<file path="src/rtl/nstacks_param_if.sv">
// +----------------------------------------------------------------------+
// | nstacks_param_if : request/status bundle for the multi-stack bank    |
// | Rev 1.0                                                              |
// +----------------------------------------------------------------------+
`default_nettype none

interface nstacks_param_if #(
  parameter int DATA_W     = 32,
  parameter int DEPTH      = 16,
  parameter int NUM_STACKS = 4
);
  localparam int SEL_W = (NUM_STACKS > 1) ? $clog2(NUM_STACKS) : 1;
  localparam int CNT_W = $clog2(DEPTH + 1);

  logic                  STACK_ENB;
  logic [SEL_W-1:0]      STACK_SEL;
  logic                  STACK_push_flag;
  logic                  STACK_pop_flag;
  logic [DATA_W-1:0]     STACK_push_value;
  logic                  STACK_clear;
  logic [DATA_W-1:0]     STACK_TOP;
  logic [CNT_W-1:0]      STACK_AMOUNT;
  logic                  STACK_FULL;
  logic                  STACK_EMPTY;
  logic [DATA_W-1:0]     STACK_pop_data;
  logic                  STACK_pop_valid;
  logic [NUM_STACKS-1:0] STACK_overflow;
  logic [NUM_STACKS-1:0] STACK_underflow;

  modport master (
    output STACK_ENB, STACK_SEL, STACK_push_flag, STACK_pop_flag,
           STACK_push_value, STACK_clear,
    input  STACK_TOP, STACK_AMOUNT, STACK_FULL, STACK_EMPTY,
           STACK_pop_data, STACK_pop_valid, STACK_overflow, STACK_underflow
  );

  modport slave (
    input  STACK_ENB, STACK_SEL, STACK_push_flag, STACK_pop_flag,
           STACK_push_value, STACK_clear,
    output STACK_TOP, STACK_AMOUNT, STACK_FULL, STACK_EMPTY,
           STACK_pop_data, STACK_pop_valid, STACK_overflow, STACK_underflow
  );
endinterface

`default_nettype wire

</file>
<file path="src/rtl/nstacks_param.sv">
// +----------------------------------------------------------------------+
// | nstacks_param : bank of NUM_STACKS register-based LIFO stacks        |
// | Rev 1.0                                                              |
// +----------------------------------------------------------------------+
`default_nettype none

module nstacks_param #(
  parameter int DATA_W     = 32,
  parameter int DEPTH      = 16,
  parameter int NUM_STACKS = 4
) (
  input  wire               clock,
  input  wire               reset_n,
  nstacks_param_if.slave    bus
);
  localparam int SEL_W = (NUM_STACKS > 1) ? $clog2(NUM_STACKS) : 1;
  localparam int CNT_W = $clog2(DEPTH + 1);
  localparam int IDX_W = $clog2(DEPTH);
  localparam logic [CNT_W-1:0] c_full_cnt = CNT_W'(DEPTH);

  logic [DATA_W-1:0]     r_mem [NUM_STACKS][DEPTH];
  logic [CNT_W-1:0]      r_cnt [NUM_STACKS];
  logic [NUM_STACKS-1:0] r_ovf;
  logic [NUM_STACKS-1:0] r_unf;
  logic [DATA_W-1:0]     r_pop_data;
  logic                  r_pop_valid;

  logic                  w_sel_ok;
  logic [SEL_W-1:0]      w_idx;
  logic [CNT_W-1:0]      w_cnt;
  logic [IDX_W-1:0]      w_top_ptr;
  logic [IDX_W-1:0]      w_wr_ptr;
  logic [DATA_W-1:0]     w_top;
  logic                  w_empty;
  logic                  w_full;
  logic                  w_op;
  logic                  w_do_clear;
  logic                  w_do_replace;
  logic                  w_do_push;
  logic                  w_do_pop;
  logic                  w_do_ovf;
  logic                  w_do_unf;

  // Only a non-power-of-two bank can be addressed out of range.
  generate
    if ((2 ** SEL_W) == NUM_STACKS) begin : g_sel_dense
      assign w_sel_ok = 1'b1;
    end else begin : g_sel_sparse
      assign w_sel_ok = (bus.STACK_SEL < SEL_W'(NUM_STACKS));
    end
  endgenerate

  assign w_idx     = w_sel_ok ? bus.STACK_SEL : '0;
  assign w_cnt     = w_sel_ok ? r_cnt[w_idx] : '0;
  assign w_empty   = (w_cnt == '0);
  assign w_full    = (w_cnt == c_full_cnt);
  assign w_top_ptr = IDX_W'(w_cnt - CNT_W'(1));
  assign w_wr_ptr  = IDX_W'(w_cnt);
  assign w_top     = w_empty ? '0 : r_mem[w_idx][w_top_ptr];

  assign w_op         = reset_n && bus.STACK_ENB && w_sel_ok && !bus.STACK_clear;
  assign w_do_clear   = reset_n && bus.STACK_ENB && w_sel_ok && bus.STACK_clear;
  // push+pop on an empty stack degrades to a plain push, never an underflow
  assign w_do_replace = w_op && bus.STACK_push_flag && bus.STACK_pop_flag && !w_empty;
  assign w_do_push    = w_op && bus.STACK_push_flag && (!bus.STACK_pop_flag || w_empty)
                        && !w_full;
  assign w_do_ovf     = w_op && bus.STACK_push_flag && !bus.STACK_pop_flag && w_full;
  assign w_do_pop     = w_op && bus.STACK_pop_flag && !bus.STACK_push_flag && !w_empty;
  assign w_do_unf     = w_op && bus.STACK_pop_flag && !bus.STACK_push_flag && w_empty;

  always_ff @(negedge clock or negedge reset_n) begin
    if (!reset_n) begin
      for (int i = 0; i < NUM_STACKS; i++) begin
        r_cnt[i] <= '0;
      end
      r_ovf       <= '0;
      r_unf       <= '0;
      r_pop_data  <= '0;
      r_pop_valid <= 1'b0;
    end else begin
      r_pop_valid <= 1'b0;
      if (w_do_clear) begin
        r_cnt[w_idx] <= '0;
        r_ovf[w_idx] <= 1'b0;
        r_unf[w_idx] <= 1'b0;
      end
      if (w_do_push) begin
        r_cnt[w_idx] <= w_cnt + CNT_W'(1);
      end
      if (w_do_pop) begin
        r_cnt[w_idx] <= w_cnt - CNT_W'(1);
      end
      if (w_do_pop || w_do_replace) begin
        r_pop_data  <= w_top;
        r_pop_valid <= 1'b1;
      end
      if (w_do_ovf) begin
        r_ovf[w_idx] <= 1'b1;
      end
      if (w_do_unf) begin
        r_unf[w_idx] <= 1'b1;
      end
    end
  end

  // Storage carries no reset; entries above the count are never observed.
  always_ff @(negedge clock) begin
    if (w_do_push) begin
      r_mem[w_idx][w_wr_ptr] <= bus.STACK_push_value;
    end else if (w_do_replace) begin
      r_mem[w_idx][w_top_ptr] <= bus.STACK_push_value;
    end
  end

  assign bus.STACK_TOP       = w_top;
  assign bus.STACK_AMOUNT    = w_cnt;
  assign bus.STACK_FULL      = w_full;
  assign bus.STACK_EMPTY     = w_empty;
  assign bus.STACK_pop_data  = r_pop_data;
  assign bus.STACK_pop_valid = r_pop_valid;
  assign bus.STACK_overflow  = r_ovf;
  assign bus.STACK_underflow = r_unf;

endmodule

`default_nettype wire

</file>
<file path="src/flat_wrapper.sv">
// flat-port wrapper written by rule: the top's interface ports become plain ports
module nstacks_param_flat 
#(
  parameter int DATA_W     = 32,
  parameter int DEPTH      = 16,
  parameter int NUM_STACKS = 4
)
  (clock, reset_n, bus_STACK_ENB, bus_STACK_SEL, bus_STACK_push_flag, bus_STACK_pop_flag, bus_STACK_push_value, bus_STACK_clear, bus_STACK_TOP, bus_STACK_AMOUNT, bus_STACK_FULL, bus_STACK_EMPTY, bus_STACK_pop_data, bus_STACK_pop_valid, bus_STACK_overflow, bus_STACK_underflow);
  nstacks_param_if #(.DATA_W(DATA_W), .DEPTH(DEPTH), .NUM_STACKS(NUM_STACKS)) bus_i ();
  input  wire clock;
  input  wire reset_n;
  input wire logic [$bits(bus_i.STACK_ENB)-1:0] bus_STACK_ENB;
  input wire logic [$bits(bus_i.STACK_SEL)-1:0] bus_STACK_SEL;
  input wire logic [$bits(bus_i.STACK_push_flag)-1:0] bus_STACK_push_flag;
  input wire logic [$bits(bus_i.STACK_pop_flag)-1:0] bus_STACK_pop_flag;
  input wire logic [$bits(bus_i.STACK_push_value)-1:0] bus_STACK_push_value;
  input wire logic [$bits(bus_i.STACK_clear)-1:0] bus_STACK_clear;
  output wire logic [$bits(bus_i.STACK_TOP)-1:0] bus_STACK_TOP;
  output wire logic [$bits(bus_i.STACK_AMOUNT)-1:0] bus_STACK_AMOUNT;
  output wire logic [$bits(bus_i.STACK_FULL)-1:0] bus_STACK_FULL;
  output wire logic [$bits(bus_i.STACK_EMPTY)-1:0] bus_STACK_EMPTY;
  output wire logic [$bits(bus_i.STACK_pop_data)-1:0] bus_STACK_pop_data;
  output wire logic [$bits(bus_i.STACK_pop_valid)-1:0] bus_STACK_pop_valid;
  output wire logic [$bits(bus_i.STACK_overflow)-1:0] bus_STACK_overflow;
  output wire logic [$bits(bus_i.STACK_underflow)-1:0] bus_STACK_underflow;
  assign bus_i.STACK_ENB = bus_STACK_ENB;
  assign bus_i.STACK_SEL = bus_STACK_SEL;
  assign bus_i.STACK_push_flag = bus_STACK_push_flag;
  assign bus_i.STACK_pop_flag = bus_STACK_pop_flag;
  assign bus_i.STACK_push_value = bus_STACK_push_value;
  assign bus_i.STACK_clear = bus_STACK_clear;
  assign bus_STACK_TOP = bus_i.STACK_TOP;
  assign bus_STACK_AMOUNT = bus_i.STACK_AMOUNT;
  assign bus_STACK_FULL = bus_i.STACK_FULL;
  assign bus_STACK_EMPTY = bus_i.STACK_EMPTY;
  assign bus_STACK_pop_data = bus_i.STACK_pop_data;
  assign bus_STACK_pop_valid = bus_i.STACK_pop_valid;
  assign bus_STACK_overflow = bus_i.STACK_overflow;
  assign bus_STACK_underflow = bus_i.STACK_underflow;
  nstacks_param #(.DATA_W(DATA_W), .DEPTH(DEPTH), .NUM_STACKS(NUM_STACKS)) u_core (.clock(clock), .reset_n(reset_n), .bus(bus_i));
endmodule
</file>
<file path="config.mk">
export PLATFORM = sky130hd
export DESIGN_NAME = nstacks_param_flat
export DESIGN_NICKNAME = d
export VERILOG_FILES = /design/src/rtl/nstacks_param_if.sv /design/src/rtl/nstacks_param.sv /design/src/flat_wrapper.sv
export SDC_FILE = /design/constraint.sdc
export NUM_CORES = 2
export LEC_CHECK = 0
export BUFFER_PORTS_ARGS = -buffer_cell sky130_fd_sc_hd__buf_2
export CAP_MARGIN = 10
export CORE_MARGIN = 1
export CORE_UTILIZATION = 39
export DETAILED_ROUTE_END_ITERATION = 8
export GPL_TIMING_DRIVEN = 0
export PLACE_DENSITY = 0.65
export SETUP_SLACK_MARGIN = 0.1
export SYNTH_ARGS = -nofsm -noshare
export SYNTH_HDL_FRONTEND = slang
export SYNTH_SLANG_ARGS = --single-unit
</file>
<file path="constraint.sdc">
create_clock -name clock -period 6.6 [get_ports clock]
set_input_delay 0.33 -clock clock [delete_from_list [all_inputs] [get_ports clock]]
set_output_delay 0.33 -clock clock [all_outputs]
set_load 0.01 [all_outputs]
</file>
==> report_table.html <==
<table>
<tr><th>Metric</th><th>Value</th></tr>
<tr><th colspan="2">Drt</th></tr>
<tr><td>Routed wire per std cell</td><td>28.4 um</td></tr>
<tr><td>Avg Vias per Cell</td><td>5.51</td></tr>
<tr><td>Wire length reported by the detailed router</td><td>252000 um</td></tr>
<tr><td>Count of unresolved DRC violations after routing</td><td>0</td></tr>
<tr><td>Remaining antenna violation count after routing</td><td>1</td></tr>
<tr><td>Detailed-routing iteration count for the pre-antenna-repair pass</td><td>7</td></tr>
<tr><td>Vias</td><td>48800</td></tr>
<tr><td>DR iter-0 viols</td><td>6470</td></tr>
<tr><th colspan="2">STA</th></tr>
<tr><td>Number of endpoints failing setup at the final stage</td><td>726</td></tr>
<tr><td>Final clock skew</td><td>0.0872 ns</td></tr>
<tr><td>Tightest Pin Transition</td><td>1.27 ns</td></tr>
<tr><td>Post-route setup slack</td><td>-1.48 ns</td></tr>
<tr><td>Max-slew violation total from the final report</td><td>0</td></tr>
<tr><td>Setup repair after global routing missed its margin</td><td>true</td></tr>
<tr><td>Slew margin rel.</td><td>0.153</td></tr>
<tr><td>Fin. Hold Viols</td><td>0</td></tr>
<tr><th colspan="2">Synthesis</th></tr>
<tr><td>Total of warnings raised by yosys</td><td>0</td></tr>
<tr><td>Proportion of synthesized chip area in sequential cells</td><td>0.777</td></tr>
<tr><td>Cell type contributing the most total cell area after synthesis</td><td>sky130_fd_sc_hd__edfxtp_1</td></tr>
<tr><td>Proportion of synthesized flip-flops having asynchronous set or reset</td><td>0.0289</td></tr>
<tr><td>Post-synthesis cell count</td><td>3346</td></tr>
<tr><td>Count of distinct cell types in the synthesized netlist</td><td>54</td></tr>
<tr><td>Number of enable flip-flop cells after synthesis</td><td>2048</td></tr>
<tr><td>Fraction of post-synthesis cell area in the top cell type by area</td><td>0.759</td></tr>
<tr><td>Cell types with the largest area share after synthesis</td><td>sky130_fd_sc_hd__edfxtp_1, sky130_fd_sc_hd__mux4_2, sky130_fd_sc_hd__dfrtn_1</td></tr>
<tr><td>Total nets after synthesis</td><td>3391</td></tr>
<tr><td>Synthesized area per cell</td><td>24.2 um2</td></tr>
<tr><td>Post-synthesis instance area</td><td>81100 um2</td></tr>
<tr><td>Total of flip-flops plus latches after synthesis</td><td>2109</td></tr>
<tr><td>Predominant post-synthesis flop cell</td><td>sky130_fd_sc_hd__edfxtp_1</td></tr>
<tr><th colspan="2">CTS</th></tr>
<tr><td>Clock sinks</td><td>2109</td></tr>
<tr><td>Hold bufs inserted after CTS</td><td>0</td></tr>
<tr><td>Number of buffers inserted during clock tree synthesis</td><td>211</td></tr>
<tr><td>Number of buffers on the longest clock path</td><td>3</td></tr>
<tr><td>Clock-pin slew on the worst setup and hold paths</td><td>0.05 ns</td></tr>
<tr><td># H-tree levels</td><td>4</td></tr>
<tr><td>Worst-Skew Late Latency</td><td>0.84 ns</td></tr>
<tr><td>TritonCTS clock tree</td><td>built</td></tr>
<tr><td>Cell chosen for the clock root</td><td>sky130_fd_sc_hd__clkbuf_16</td></tr>
<tr><th colspan="2">GRT</th></tr>
<tr><td>Largest net degree at the start of global routing</td><td>65</td></tr>
<tr><td>Vias in the first global route</td><td>53000</td></tr>
<tr><td>Total grt overflow</td><td>0</td></tr>
<tr><td>First-pass GRT wire length</td><td>347000 um</td></tr>
<tr><td>Number of antenna violations at the first check in global routing</td><td>18</td></tr>
<tr><td>Total Routing Usage GR</td><td>0.237</td></tr>
<tr><th colspan="2">Worst setup path</th></tr>
<tr><td>Cell-by-cell trace of the critical path</td><td>mux4_2, buf_12, inv_12, buf_12, buf_16, buf_16, ha_4, buf_8, xor2_4, buf_12, buf_16, mux4_2, a22o_4, a221oi_4, buf_12, nor2_4, buf_6</td></tr>
<tr><td>Maximum single-stage delay on the critical path</td><td>0.50 ns</td></tr>
<tr><td>CP most frequent cell</td><td>sky130_fd_sc_hd__buf_12</td></tr>
<tr><td>Data required time of the critical path</td><td>6.27 ns</td></tr>
<tr><td>Crit-path slowest cell</td><td>sky130_fd_sc_hd__mux4_2</td></tr>
<tr><td>Arrival time at the worst endpoint</td><td>7.75 ns</td></tr>
<tr><td>Critical path buffer and inverter count</td><td>10</td></tr>
<tr><td>Crit-path leading delay family</td><td>buffers and inverters</td></tr>
<tr><td>Critical Path Fanout Max</td><td>7</td></tr>
<tr><td>Startpoint Class</td><td>register</td></tr>
<tr><td>Nature of the critical path endpoint</td><td>primary output</td></tr>
<tr><td>Class of the most critical setup path</td><td>register to primary output</td></tr>
<tr><th colspan="2">Power</th></tr>
<tr><td>Largest vdd supply drop</td><td>0.308 mV</td></tr>
<tr><td>Areal power density over the cells</td><td>382 nW/um2</td></tr>
<tr><td>Static Leakage</td><td>42.2 nW</td></tr>
<tr><td>Post-route total power</td><td>40.5 mW</td></tr>
<tr><th colspan="2">Floorplanning</th></tr>
<tr><td>Chip Width</td><td>458 um</td></tr>
<tr><td>Top Ports</td><td>120</td></tr>
<tr><td>Core Box Area</td><td>206000 um2</td></tr>
<tr><td>Standard-cell row count</td><td>166</td></tr>
<tr><td>Effective utilization at floorplan</td><td>0.394</td></tr>
<tr><td>Full die area</td><td>210000 um2</td></tr>
<tr><td>DIE HEIGHT</td><td>458 um</td></tr>
<tr><th colspan="2">Layout</th></tr>
<tr><td>Final-stage net count</td><td>6028</td></tr>
<tr><td>Proportion of layout cells with a drive suffix above 1</td><td>0.275</td></tr>
<tr><td>Commonest non-fill, non-tap cell in the layout</td><td>sky130_fd_sc_hd__inv_1</td></tr>
<tr><td>Number of standard cells in the layout, taps in and fillers out</td><td>8860</td></tr>
<tr><td>Most frequent cells in the layout</td><td>sky130_fd_sc_hd__inv_1, sky130_fd_sc_hd__edfxtp_1, sky130_fd_sc_hd__mux4_2</td></tr>
<tr><td>Syn-to-layout area delta</td><td>30.8%</td></tr>
<tr><th colspan="2">Placement</th></tr>
<tr><td>DP Wirelength</td><td>150000 um</td></tr>
<tr><td>Dpl cells</td><td>6238</td></tr>
<tr><td>Buffers added on ports</td><td>118</td></tr>
<tr><td>Weighted congestion at the end of routability-driven global placement</td><td>0.856</td></tr>
<tr><th colspan="2">Hold path</th></tr>
<tr><td>Worst hold path class</td><td>register to register</td></tr>
<tr><th colspan="2">Outcome</th></tr>
<tr><td>Violated checks</td><td>antenna violations, negative setup slack</td></tr>
<tr><td>Result of the run</td><td>finished with violations</td></tr>
<tr><th colspan="2">Flow run</th></tr>
<tr><td># Max-Cap Violations</td><td>0</td></tr>
</table>
==> final cells by class <==
type | instances | area, um2
plain buffers | 188 | 1420
well taps | 2688 | 3360
diodes | 11 | 27.5
inverters | 6 | 35.0
clock buffers | 216 | 5410
clock inverters | 2223 | 9460
fillers | 16100 | 99600
flip-flops and latches | 2109 | 63000
repair buffers | 378 | 4680
multi-input cells | 1041 | 18600
==> final timing paths <==
| path | end | startpoint | cells after the start | slack, ns |
|---|---|---|---|---|
| min | u_core.bus.STACK_overflow[3] | u_core.bus.STACK_overflow[3] | 2 | 0.46 |
| max in group asynchronous | u_core.bus.STACK_pop_data[11] | reset_n | 2 | 3.23 |
| max | bus_STACK_TOP[27] | u_core.r_cnt[0] | 17 | -1.48 |
| min in group asynchronous | u_core.bus.STACK_pop_valid | reset_n | 1 | 2.70 |
| max reg2reg | u_core.r_mem[2][415] | u_core.r_cnt[0] | 19 | 2.43 |
| min reg2reg | u_core.bus.STACK_overflow[3] | u_core.bus.STACK_overflow[3] | 2 | 0.46 |
==> registers in the layout (all words and copies together) (netlist names) <==
| signal | count |
|---|---|
| u_core.bus.STACK_overflow | 4 |
| u_core.bus.STACK_pop_data | 32 |
| u_core.bus.STACK_pop_valid | 1 |
| u_core.bus.STACK_underflow | 4 |
| u_core.r_cnt | 20 |
| u_core.r_mem | 2048 |
==> kinds of logic after synthesis <==
group,count (synthesis),synth area share
flip-flops,2109,0.777
multiplexers,654,0.180
buffers and inverters,196,0.0119
AND/OR/NAND/NOR,192,0.0104
AO/OA/AOI/OAI,183,0.0184
XOR/XNOR,7,0.000849
adder cells (fa/ha/maj),5,0.000772
==> repair_timing <==
| action | CTS | global route |
|---|---|---|
| cloned | 6 | 6 |
| gates resized for setup | 283 | 47 |
| pin swaps | 49 | 56 |
| buffers inserted | 71 | 91 |
| setup endpoints to repair | 2134 | 1353 |
==> cell usage after synthesis, types with 10 or more instances <==
cell,instances
sky130_fd_sc_hd__a21oi_1,38
sky130_fd_sc_hd__buf_4,11
sky130_fd_sc_hd__a221oi_2,27
sky130_fd_sc_hd__dfrtn_1,61
sky130_fd_sc_hd__a22o_1,38
sky130_fd_sc_hd__o21ai_0,34
sky130_fd_sc_hd__buf_6,14
sky130_fd_sc_hd__a22oi_1,12
sky130_fd_sc_hd__mux4_2,645
sky130_fd_sc_hd__clkbuf_1,87
sky130_fd_sc_hd__a2bb2oi_1,11
sky130_fd_sc_hd__edfxtp_1,2048
sky130_fd_sc_hd__buf_2,67
sky130_fd_sc_hd__nand2_1,10
sky130_fd_sc_hd__nor2_1,137
==> layer usage <==
| metal | global-route usage | routed length [um] |
|---|---|---|
| met1 | 0.277 | 88800 |
| met2 | 0.384 | 127000 |
| met3 | 0.0758 | 25300 |
| met4 | 0.136 | 11200 |
| met5 | 0 | 26 |
==> worst register-to-register path, cell delays in order (launching register included) <==
cell and delay [ns]:
sky130_fd_sc_hd__dfrtn_1 0.34, sky130_fd_sc_hd__mux4_2 0.50, sky130_fd_sc_hd__buf_12 0.17, sky130_fd_sc_hd__inv_12 0.08, sky130_fd_sc_hd__buf_12 0.14, sky130_fd_sc_hd__buf_16 0.13, sky130_fd_sc_hd__buf_16 0.13, sky130_fd_sc_hd__buf_4 0.12
sky130_fd_sc_hd__ha_4 0.15, sky130_fd_sc_hd__nand2_2 0.07, sky130_fd_sc_hd__a2bb2oi_4 0.18, sky130_fd_sc_hd__buf_6 0.13, sky130_fd_sc_hd__or3_4 0.33, sky130_fd_sc_hd__buf_8 0.14, sky130_fd_sc_hd__buf_4 0.13, sky130_fd_sc_hd__and3_4 0.21
sky130_fd_sc_hd__buf_8 0.14, sky130_fd_sc_hd__a32oi_4 0.36, sky130_fd_sc_hd__nor2_4 0.20, sky130_fd_sc_hd__buf_12 0.24
==> through the flow <==
step | instance area, um2 | util | setup slack (ns) | setup TNS [ns] | hold slack, ns
2_1_floorplan | 81800 | - | -0.380 | -621.59 | 0.429
3_3_place_gp | 85700 | 0.417 | -3.31 | -4773.28 | 0.449
3_5_place_dp | 87600 | 0.426 | -3.32 | -3584.11 | 0.456
4_1_cts | 105000 | 0.510 | -1.43 | -106.81 | 0.456
5_1_grt | 106000 | 0.516 | -1.50 | -109.55 | 0.477
6_report | 106000 | 0.516 | -1.48 | -113.20 | 0.463
==> power breakdown <==
group	leakage (nW)	internal, mW	switching (mW)	total [mW]
registers	19.1	15.0	0.0982	15.1
logic	8.56	3.45	4.58	8.03
clock network	14.5	8.70	8.68	17.4
Note: power is estimated with default switching activity, not from simulation.
